File: src/rtl/snn_timestep_controller_pkg.sv
// Shared definitions for the SNN timestep controller: FSM state encoding and
// the default drain depth of the downstream threshold/accumulator pipeline.
package snn_timestep_controller_pkg;

    localparam int DEFAULT_DRAIN_CYCLES = 2;

    typedef enum logic [2:0] {
        S_IDLE   = 3'd0,
        S_CLEAR  = 3'd1,
        S_RUN    = 3'd2,
        S_DRAIN  = 3'd3,
        S_OUTPUT = 3'd4
    } state_t;

endpackage

File: src/rtl/snn_timestep_controller.sv
// Sequences one SNN inference: clear spike accumulators, walk the timesteps
// with upstream, drain the activation pipeline, then hand the result over.
module snn_timestep_controller
    import snn_timestep_controller_pkg::*;
#(
    parameter int DATA_WIDTH   = 16,
    parameter int TS_WIDTH     = 8,
    parameter int DRAIN_CYCLES = DEFAULT_DRAIN_CYCLES
) (
    input  logic                         clk,
    input  logic                         rstn,
    input  logic                         start,
    input  logic        [TS_WIDTH-1:0]   num_timesteps,
    input  logic signed [DATA_WIDTH-1:0] cfg_threshold,
    output logic signed [DATA_WIDTH-1:0] threshold,
    output logic                         reset_accumulated_spikes,
    output logic                         ts_req,
    input  logic                         ts_ack,
    output logic        [TS_WIDTH-1:0]   ts_index,
    output logic                         busy,
    output logic                         result_valid,
    input  logic                         result_ready,
    output logic                         done
);

    localparam int DRAIN_CNT_W = (DRAIN_CYCLES > 1) ? $clog2(DRAIN_CYCLES) : 1;

    state_t                         state_q, state_d;
    logic        [TS_WIDTH-1:0]     num_ts_q, num_ts_d;
    logic        [TS_WIDTH-1:0]     ts_index_q, ts_index_d;
    logic signed [DATA_WIDTH-1:0]   threshold_q, threshold_d;
    logic        [DRAIN_CNT_W-1:0]  drain_cnt_q, drain_cnt_d;
    logic                           done_q, done_d;

    logic last_index;
    logic drain_last;

    assign last_index = (ts_index_q == (num_ts_q - TS_WIDTH'(1)));
    assign drain_last = (drain_cnt_q == DRAIN_CNT_W'(DRAIN_CYCLES - 1));

    always_ff @(posedge clk) begin
        if (!rstn) begin
            state_q <= S_IDLE;
        end else begin
            state_q <= state_d;
        end
    end

    always_ff @(posedge clk) begin
        if (!rstn) begin
            num_ts_q    <= '0;
            ts_index_q  <= '0;
            threshold_q <= '0;
            drain_cnt_q <= '0;
            done_q      <= 1'b0;
        end else begin
            num_ts_q    <= num_ts_d;
            ts_index_q  <= ts_index_d;
            threshold_q <= threshold_d;
            drain_cnt_q <= drain_cnt_d;
            done_q      <= done_d;
        end
    end

    // ts_req is high for the whole of RUN, so ts_ack alone marks a handshake there.
    always_comb begin
        state_d = state_q;
        case (state_q)
            S_IDLE:   if (start) state_d = S_CLEAR;
            S_CLEAR:  state_d = (num_ts_q == '0) ? S_DRAIN : S_RUN;
            S_RUN:    if (ts_ack && last_index) state_d = S_DRAIN;
            S_DRAIN:  if (drain_last) state_d = S_OUTPUT;
            S_OUTPUT: if (result_ready) state_d = S_IDLE;
            default:  state_d = S_IDLE;
        endcase
    end

    always_comb begin
        num_ts_d    = num_ts_q;
        ts_index_d  = ts_index_q;
        threshold_d = threshold_q;
        drain_cnt_d = '0;
        done_d      = 1'b0;
        case (state_q)
            S_IDLE: begin
                if (start) begin
                    num_ts_d    = num_timesteps;
                    threshold_d = cfg_threshold;
                    ts_index_d  = '0;
                end
            end
            S_RUN:    if (ts_ack) ts_index_d = ts_index_q + TS_WIDTH'(1);
            S_DRAIN:  drain_cnt_d = drain_cnt_q + DRAIN_CNT_W'(1);
            S_OUTPUT: done_d = result_ready;
            default:  ;
        endcase
    end

    always_comb begin
        reset_accumulated_spikes = (state_q == S_CLEAR);
        ts_req                   = (state_q == S_RUN);
        busy                     = (state_q != S_IDLE);
        result_valid             = (state_q == S_OUTPUT);
        threshold                = threshold_q;
        ts_index                 = ts_index_q;
        done                     = done_q;
    end

endmodule
File: config.mk
export PLATFORM = sky130hd
export DESIGN_NAME = snn_timestep_controller
export DESIGN_NICKNAME = d
export VERILOG_FILES = /design/src/rtl/snn_timestep_controller_pkg.sv /design/src/rtl/snn_timestep_controller.sv
export SDC_FILE = /design/constraint.sdc
export NUM_CORES = 1
export LEC_CHECK = 0
export ABC_AREA = 0
export CAP_MARGIN = 20
export CORE_ASPECT_RATIO = 0.5
export CORE_MARGIN = 4
export CORE_UTILIZATION = 57
export CTS_BUF_LIST = sky130_fd_sc_hd__clkbuf_2 sky130_fd_sc_hd__clkbuf_4 sky130_fd_sc_hd__clkbuf_8
export CTS_CLUSTER_SIZE = 30
export DETAILED_ROUTE_END_ITERATION = 10
export DONT_BUFFER_PORTS = 1
export PLACE_DENSITY = 0.75
export SYNTH_ARGS = -nofsm -noshare
export SYNTH_HDL_FRONTEND = slang
export SYNTH_SLANG_ARGS = --single-unit
File: constraint.sdc
create_clock -name clk -period 1.4 [get_ports clk]
set_input_delay 0.21 -clock clk [delete_from_list [all_inputs] [get_ports clk]]
set_output_delay 0.21 -clock clk [all_outputs]
set_load 0.03 [all_outputs]
==> impl.org, run 1 <==
** Clock tree
- Hold_buf cts :: 0
- The H-tree was split into 2 levels.
- Maximum buffer depth of the clock tree :: 2
- Cell chosen for the clock root :: sky130_fd_sc_hd__clkbuf_8
- CTS tree :: done
- Clock tree synthesis inserted a total of 5 buffers.
- The clock drives 37 sinks.
- CTS clock-pin slew for the worst setup and hold paths :: around 0.08 ns
- Clock latency at the later pin of the worst-skew pair :: 0.29 ns

** Power
- Leakage :: around 0.89 nW
- Power density normalized to cell area :: about 1400 nW/um2
- Peak supply drop :: 1020 uV

** Place
- Detailed placement finished with a half-perimeter wire length of 2.85 mm.
- After detailed placement, the design holds a cell count of approximately 250.
- Number of input and output port buffers inserted :: 0
- Weighted congestion reported at the end of routability-driven placement :: between 0.9 and 1

** Route
- The detailed router finished its first iteration with 140 violations.
- Wire length on met2 :: roughly 2.3 mm
- Wirelength per Cell :: 17.7 um
- After detailed routing, the number of remaining DRC violations is 0.
- Detailed routing inserted a total of around 1600 vias.
- In the routed layout, each cell is associated on average with a via count of ~6.
- The routed design uses 475 um of met3 wire.
- Total routed wire length on the met1 layer :: approximately 1.9 mm
- Total routed wirelength :: ~4.8 mm
- Uppermost signal routing layer after detailed routing :: met4
- The count of nets left with antenna violations once routing finished came out at 0.
- First drt pass iteration count :: 4

** Yosys
- For this run, the leading register cell type out of synthesis is sky130_fd_sc_hd__dfxtp_1.
- Syn nets :: between 200 and 250
- Synthesized instance count :: 203
- During synthesis, Yosys emitted a total of 0 warnings.
- Each instance of the synthesized netlist takes up on average 8.61 um2.
- Of all flip-flops after synthesis, the portion carrying an async set or reset was 0%.
- In this run, synthesis inferred 0 flip-flops with an integrated enable.
- Sequential element share of the synthesized area :: 42.4%
- Number of distinct library cells after synthesis :: 35
- #FFs+latches synth :: 37
- Mapped cell area :: 1750 um2

** Worst setup path
- The number of buffers and inverters on the critical path is 0.
- Critical Path, Cell by Cell :: nor4_4, nand2_1, o41ai_2, o311ai_1, o21bai_1
- Type of element capturing the critical path :: flip-flop
- On the worst path, the slowest cell contributes a delay of 0.38 ns.
- The slowest stage of the critical path is the sky130_fd_sc_hd__dfxtp_2 cell.
- Endpoint required time on the critical path :: approximately 1.6 ns
- Arr. time, crit path :: 1.77 ns
- Startpoint kind of the worst setup timing path :: flip-flop
- Of all nets on the critical path, the largest fanout is 6.
- Category of the critical setup timing path :: reg2reg
- The kind of cell with the highest combined delay along the critical path is compound AO/OA/AOI/OAI gates.

** Layout
- Cells with a size suffix above 1 make up around 30% of the layout.
- Number of antenna diodes :: 0
- The library cell used most frequently in the layout, excluding fill and tap cells, is sky130_fd_sc_hd__nand2_1.
- Leaving out fill and tap cells, the most frequent cells in the layout are sky130_fd_sc_hd__nand2_1, sky130_fd_sc_hd__dfxtp_1, sky130_fd_sc_hd__buf_4.
- Relative to the synthesized area, the layout overhead comes to 25.7%.
- Net count reported at finish :: 262
- The count of cells in the finished layout, fillers not included, comes to about 270.

** STA
- In this run the tightest slew margin relative to its limit is between 70% and 80%.
- In the finished design, the share of the clock period the worst path needs comes to 111%.
- The hold violation count in the final report came to 0.
- For the pin with the worst max-slew slack, the measured transition is 0.339 ns.
- Setup repair after global routing could not meet its margin everywhere.
- Final critical-path required period :: ~1.5 ns
- Final Max Tran Viols :: 0
- Worst-case hold slack :: 0.0391 ns
- After layout, the worst setup slack is -0.149 ns.
- Timing would allow up to ~650 MHz.
- Endpoints failing setup :: 4
- For the final database, setup skew stands at 0.00313 ns.

** Worst hold path
- Classification of the worst-slack hold path :: in2reg

** Run
- Maximum Capacitance Violations :: 0

** Floorplanning
- Site Rows :: 13
- Starting Density :: 63.6%
- Area of the core :: 2750 um2
- The floorplan step defined a die boundary enclosing 4070 um2.
- Measured along the x axis, the die boundary spans about 86 um.
- The die is roughly 47 um tall.
- For this design the top-level I/O count stands at between 50 and 60.

** Run status
- Result of the run :: complete, but fails checks
- Violated checks :: setup timing

** Global route
- Global-route wire length before repair :: approximately 6.6 mm
- After global routing the overflow that remains totals 0.
- Maximum number of pins on one net before global-route repair :: 31
- The number of antenna violations at the first check in global routing is 0.
- Global routing used a little over a fifth of the available tracks.
- The number of global-route vias before repair was between 1000 and 1500.
[power by group]
| part | internal (mW) | switching, mW | total (mW) |
|---|---|---|---|
| logic | 0.463 | 0.558 | 1.02 |
| clock network | 0.353 | 0.415 | 0.768 |
| registers | 1.17 | 0.222 | 1.39 |
| total | 1.98 | 1.19 | 3.18 |
[timing repair]
action / 4_1_cts / 5_1_grt
setup endpoints to repair: 4 / 12
buffers inserted: 2 / 6
pin swaps: 1 / 2
resized for setup: 12 / 19
[per-layer routing]
layer	global-route usage, %	up-vias
li1	-	737
met1	25.5	725
met2	36.6	87
met3	8.23	21
met4	10.2	0
met5	0	-
[cell usage after synthesis, drive strengths merged, types with 4 or more instances]
library cell  number  share of area, %
buf                5               1.8
nor3               5               2.0
xor2               9               4.5
dfxtp             37                42
inv                5               1.1
nor2b              4               1.4
nand3              6               2.3
a21boi            25                11
nor2               9               1.9
xnor2              8               4.0
clkbuf             6               1.3
nand2             55                12
[final cells by class]
cell class	count	area, um2
clock buffers	5	68.8
clock inverters	3	22.5
fillers	182	552
inverters	5	18.8
multi-input cells	150	1010
flip-flops and latches	37	762
well taps	37	46.3
repair buffers	32	272
[logic make-up after synthesis]
family | share of synthesized area [%]
flops | 42.4
buf+inv | 4.15
fa+ha+maj | 1.43
xor+xnor | 8.52
simple gates | 26.8
compound gates | 16.1
mux | 0.573
[sequential cells by signal, indices dropped and copies added, names as in the netlist]
register / count
ts_index: 8
drain_cnt_q: 1
done: 1
state_q: 3
num_ts_q: 8
threshold: 16
[metrics by stage]
| step | setup TNS, ns | instance area [um2] | total power, mW | utilization, % | setup slack, ns |
|---|---|---|---|---|---|
| 6_report | -0.198 | 2200 | 3.18 | 79.9 | -0.149 |
| 5_1_grt | -0.455 | 2200 | 3.33 | 79.9 | -0.248 |
| 4_1_cts | -0.0460 | 2090 | 3.01 | 75.9 | -0.0307 |
| 3_5_place_dp | -0.0433 | 1940 | 2.20 | 70.6 | -0.0433 |
| 3_3_place_gp | 0 | 1940 | 2.19 | 70.6 | 0.0111 |
| 2_1_floorplan | 0 | 1760 | 1.98 | - | 0.0120 |
[final timing paths]
| check | from | endpoint | slack (ns) | cells after the start |
|---|---|---|---|---|
| max | num_ts_q[3] | state_q[0] | -0.15 | 5 |
| min | num_timesteps[4] | num_ts_q[4] | 0.04 | 2 |
| max reg2reg | num_ts_q[3] | state_q[0] | -0.15 | 5 |
| min reg2reg | drain_cnt_q | state_q[1] | 0.47 | 1 |
No activity file was read; power rests on OpenSTA's default activity.
==> inputs of run 2 (changes only) <==
Settings changed: CAP_MARGIN 20 to 10, CELL_PAD_IN_SITES_DETAIL_PLACEMENT set to 2, CELL_PAD_IN_SITES_GLOBAL_PLACEMENT set to 2, CORE_UTILIZATION 57 to 33, PLACE_DENSITY 0.75 to not set, PLACE_DENSITY_LB_ADDON set to 0.1.
==> run 2 against run 1 <==
Sequential share of layout area down 3.5 points. Largest cell class unchanged. Highest routed layer unchanged. Die area grew 62%. Critical path type unchanged. Combinational power is 15% higher. Largest power group unchanged. The flow still finishes with violations (setup timing).
==> impl.org, run 2 (synthesized netlist as in run 1, its figures left out) <==
** Layout
- Signed area change from the synthesized netlist to the final layout :: 38.0%
- The finished layout holds about 320 standard cells, fillers aside.
- Net count reported at finish :: 275
- Layout Cell Area excl Fill :: between 2000 and 2500 um2
- Share of cells above drive strength 1 :: about a third
- Number of antenna diodes :: 0
- Max FFs per register :: 16
- Utilization after layout :: around half
- Most common library cell in the layout ignoring fill and taps :: sky130_fd_sc_hd__nand2_1
- Commonest cells after routing, fill and taps aside :: sky130_fd_sc_hd__nand2_1, sky130_fd_sc_hd__buf_4, sky130_fd_sc_hd__dfxtp_1

** Worst setup path
- Max Fanout on Critical Path :: 2
- Type of element capturing the critical path :: flip-flop
- Category of the critical setup timing path :: reg2reg
- Across all register-to-register paths, the minimum setup slack is -0.37 ns.
- For the worst setup path, the data required time is ~1.6 ns.
- Data arrives at the worst endpoint at roughly 2.0 ns.
- In this run the critical register-to-register path is launched from num_ts_q[1].
- Startpoint kind of the worst setup timing path :: flip-flop
- Tracing the worst setup path back leads to its startpoint at num_ts_q[1].

** Global route
- Vias in the first global route :: between 1500 and 2000
- Antenna violations before repair :: 0
- Summed over all layers, the global routing overflow is 0.
- Global routing consumed, over all layers together, 19.5% of the routing resources.
- Entering global routing, the biggest net connects 31 pins.
- The first global-routing pass estimated 9.90 mm of wire.

** Place
- Number of input and output port buffers inserted :: 0
- After detailed placement, the design holds a cell count of approximately 290.
- Dpl hpwl :: a little under 4 mm
- Once placement finished, the instance area stood at between 2000 and 2500 um2.
- The congestion estimate from routability-driven global placement came to 0.757.

** STA
- Of the available clock period, the critical path in the final layout requires 126%.
- The hold violation count in the final report is 0.
- On the final layout, the worst hold slack is between 0.04 and 0.05 ns.
- Final Max Tran Viols :: 0
- Setup repair after global routing could not meet its margin everywhere.
- Transition at the pin with the smallest max-transition slack :: approximately 0.35 ns
- Fmax :: 567 MHz
- Setup violations remaining at the end of the flow were counted as 10.
- Worst-case setup margin in the final layout :: -0.365 ns
- Measured against its own limit, the worst slew margin works out to 76.4%.
- Worst setup skew after layout :: about 0.0052 ns
- After layout, the minimum clock period comes to between 1.5 and 2 ns.

** Floorplanning
- Die X-Extent :: 111 um
- Ports :: slightly below 60
- Row generation in the floorplan step produced 18 rows.
- Total Die Area :: roughly 6600 um2
- In this run the vertical extent of the chip is 59.5 um.
- Once the floorplan was initialized, standard cells occupied between 30% and 40% of the core.
- In this run the standard cell core region covers between 5000 and 6000 um2.

** Route
- ANT nets after route :: 0
- Detailed-route via count :: between 1500 and 2000
- First drt pass iteration count :: 4
- Total routed wirelength :: just under 7 mm
- Detailed-route vias per instance :: just over 5
- In the final routed layout, each cell accounts on average for 21.6 um.
- For this run, design rule violations remaining after detail routing come to 0.
- For this block, the initial DRC count from the detailed router was 100.

** Run
- Maximum Capacitance Violations :: 0

** Power
- Summed over all cells, the static leakage comes to just under 1 nW.
- Power density normalized to cell area :: around 1500 nW/um2
- Peak supply drop :: about 650 uV

** Clock tree
- The root buffer cell chosen for the clock tree is sky130_fd_sc_hd__clkbuf_8.
- CTS tree :: done
- Maximum level of the CTS H-tree :: 2
- Hold repair after CTS inserted 0 buffers.
- The number of clock buffers added by TritonCTS is 5.
- The clock passes through at most 2 buffers.
- Clock Sink Count :: 37
- CTS clock-pin slew for the worst setup and hold paths :: roughly 0.080 ns
- Clock latency at the later pin of the worst-skew pair :: 0.29 ns

** Worst hold path
- The tightest min-delay check is of the in2reg type.
- In this run the most critical hold path is launched from cfg_threshold[8].

** Run status
- The run finished, with violations left.
- The final reports fail on setup timing.
[run 2: cell types whose count changed in the layout (fill, tap and decap cells not counted), sizes merged]
cell,delta
buf,+13
bufinv,+1
clkbuf,+1
clkinv,-3
clkinvlp,+1
[run 2: timing repair]
item,4_1_cts,5_1_grt
setup endpoints to repair,9,36
buffers inserted,5,10
pin swaps,9,12
resized for setup,23,16
[run 2: report_power, final]
part	total [mW]	internal (mW)	switching, mW	leakage, nW
sequential	1.41	1.16	0.246	0.305
clock	1.00	0.580	0.425	0.0574
combinational	1.17	0.520	0.650	0.608
[run 2: worst paths after layout]
kind	to	depth (start not counted)
worst max-delay path	state_q[0]	7
worst min-delay path	threshold[8]	2
worst max register to register	state_q[0]	7
worst min register to register	state_q[1]	1
[run 2: layout make-up]
| class | instances | area [um2] |
|---|---|---|
| clock buffers | 6 | 82.6 |
| clock inverters | 2 | 37.5 |
| fillers | 546 | 2610 |
| inverters | 5 | 18.8 |
| multi-input cells | 150 | 1060 |
| flip-flops and latches | 37 | 752 |
| well taps | 70 | 87.6 |
| repair buffers | 45 | 377 |
[run 2: critical path, cell delays in order (launching register included)]
cell and delay (ns):
sky130_fd_sc_hd__dfxtp_2 0.36, sky130_fd_sc_hd__inv_2 0.06, sky130_fd_sc_hd__ha_4 0.29, sky130_fd_sc_hd__xor2_4 0.16
sky130_fd_sc_hd__nand3_2 0.12, sky130_fd_sc_hd__nor4_4 0.33, sky130_fd_sc_hd__a41oi_2 0.17, sky130_fd_sc_hd__o21bai_1 0.18
[run 2: per-layer routing]
layer,vias up,track usage [%],share of wire [%]
met5,-,0,0
met4,0,4.21,1.7
met3,10,6.42,7.1
met2,59,35.3,48
met1,801,23.0,44
li1,757,-,-
[run 2: per-stage QoR]
stage	power, mW	worst slack (ns)	setup TNS, ns
after CTS	3.41	-0.323	-0.665
after floorplan	1.98	0.0120	0
final	3.58	-0.365	-0.994
after global routing	3.78	-0.398	-2.04
after detailed placement	2.26	-0.0926	-0.111
after global placement	2.22	-0.0313	-0.0313
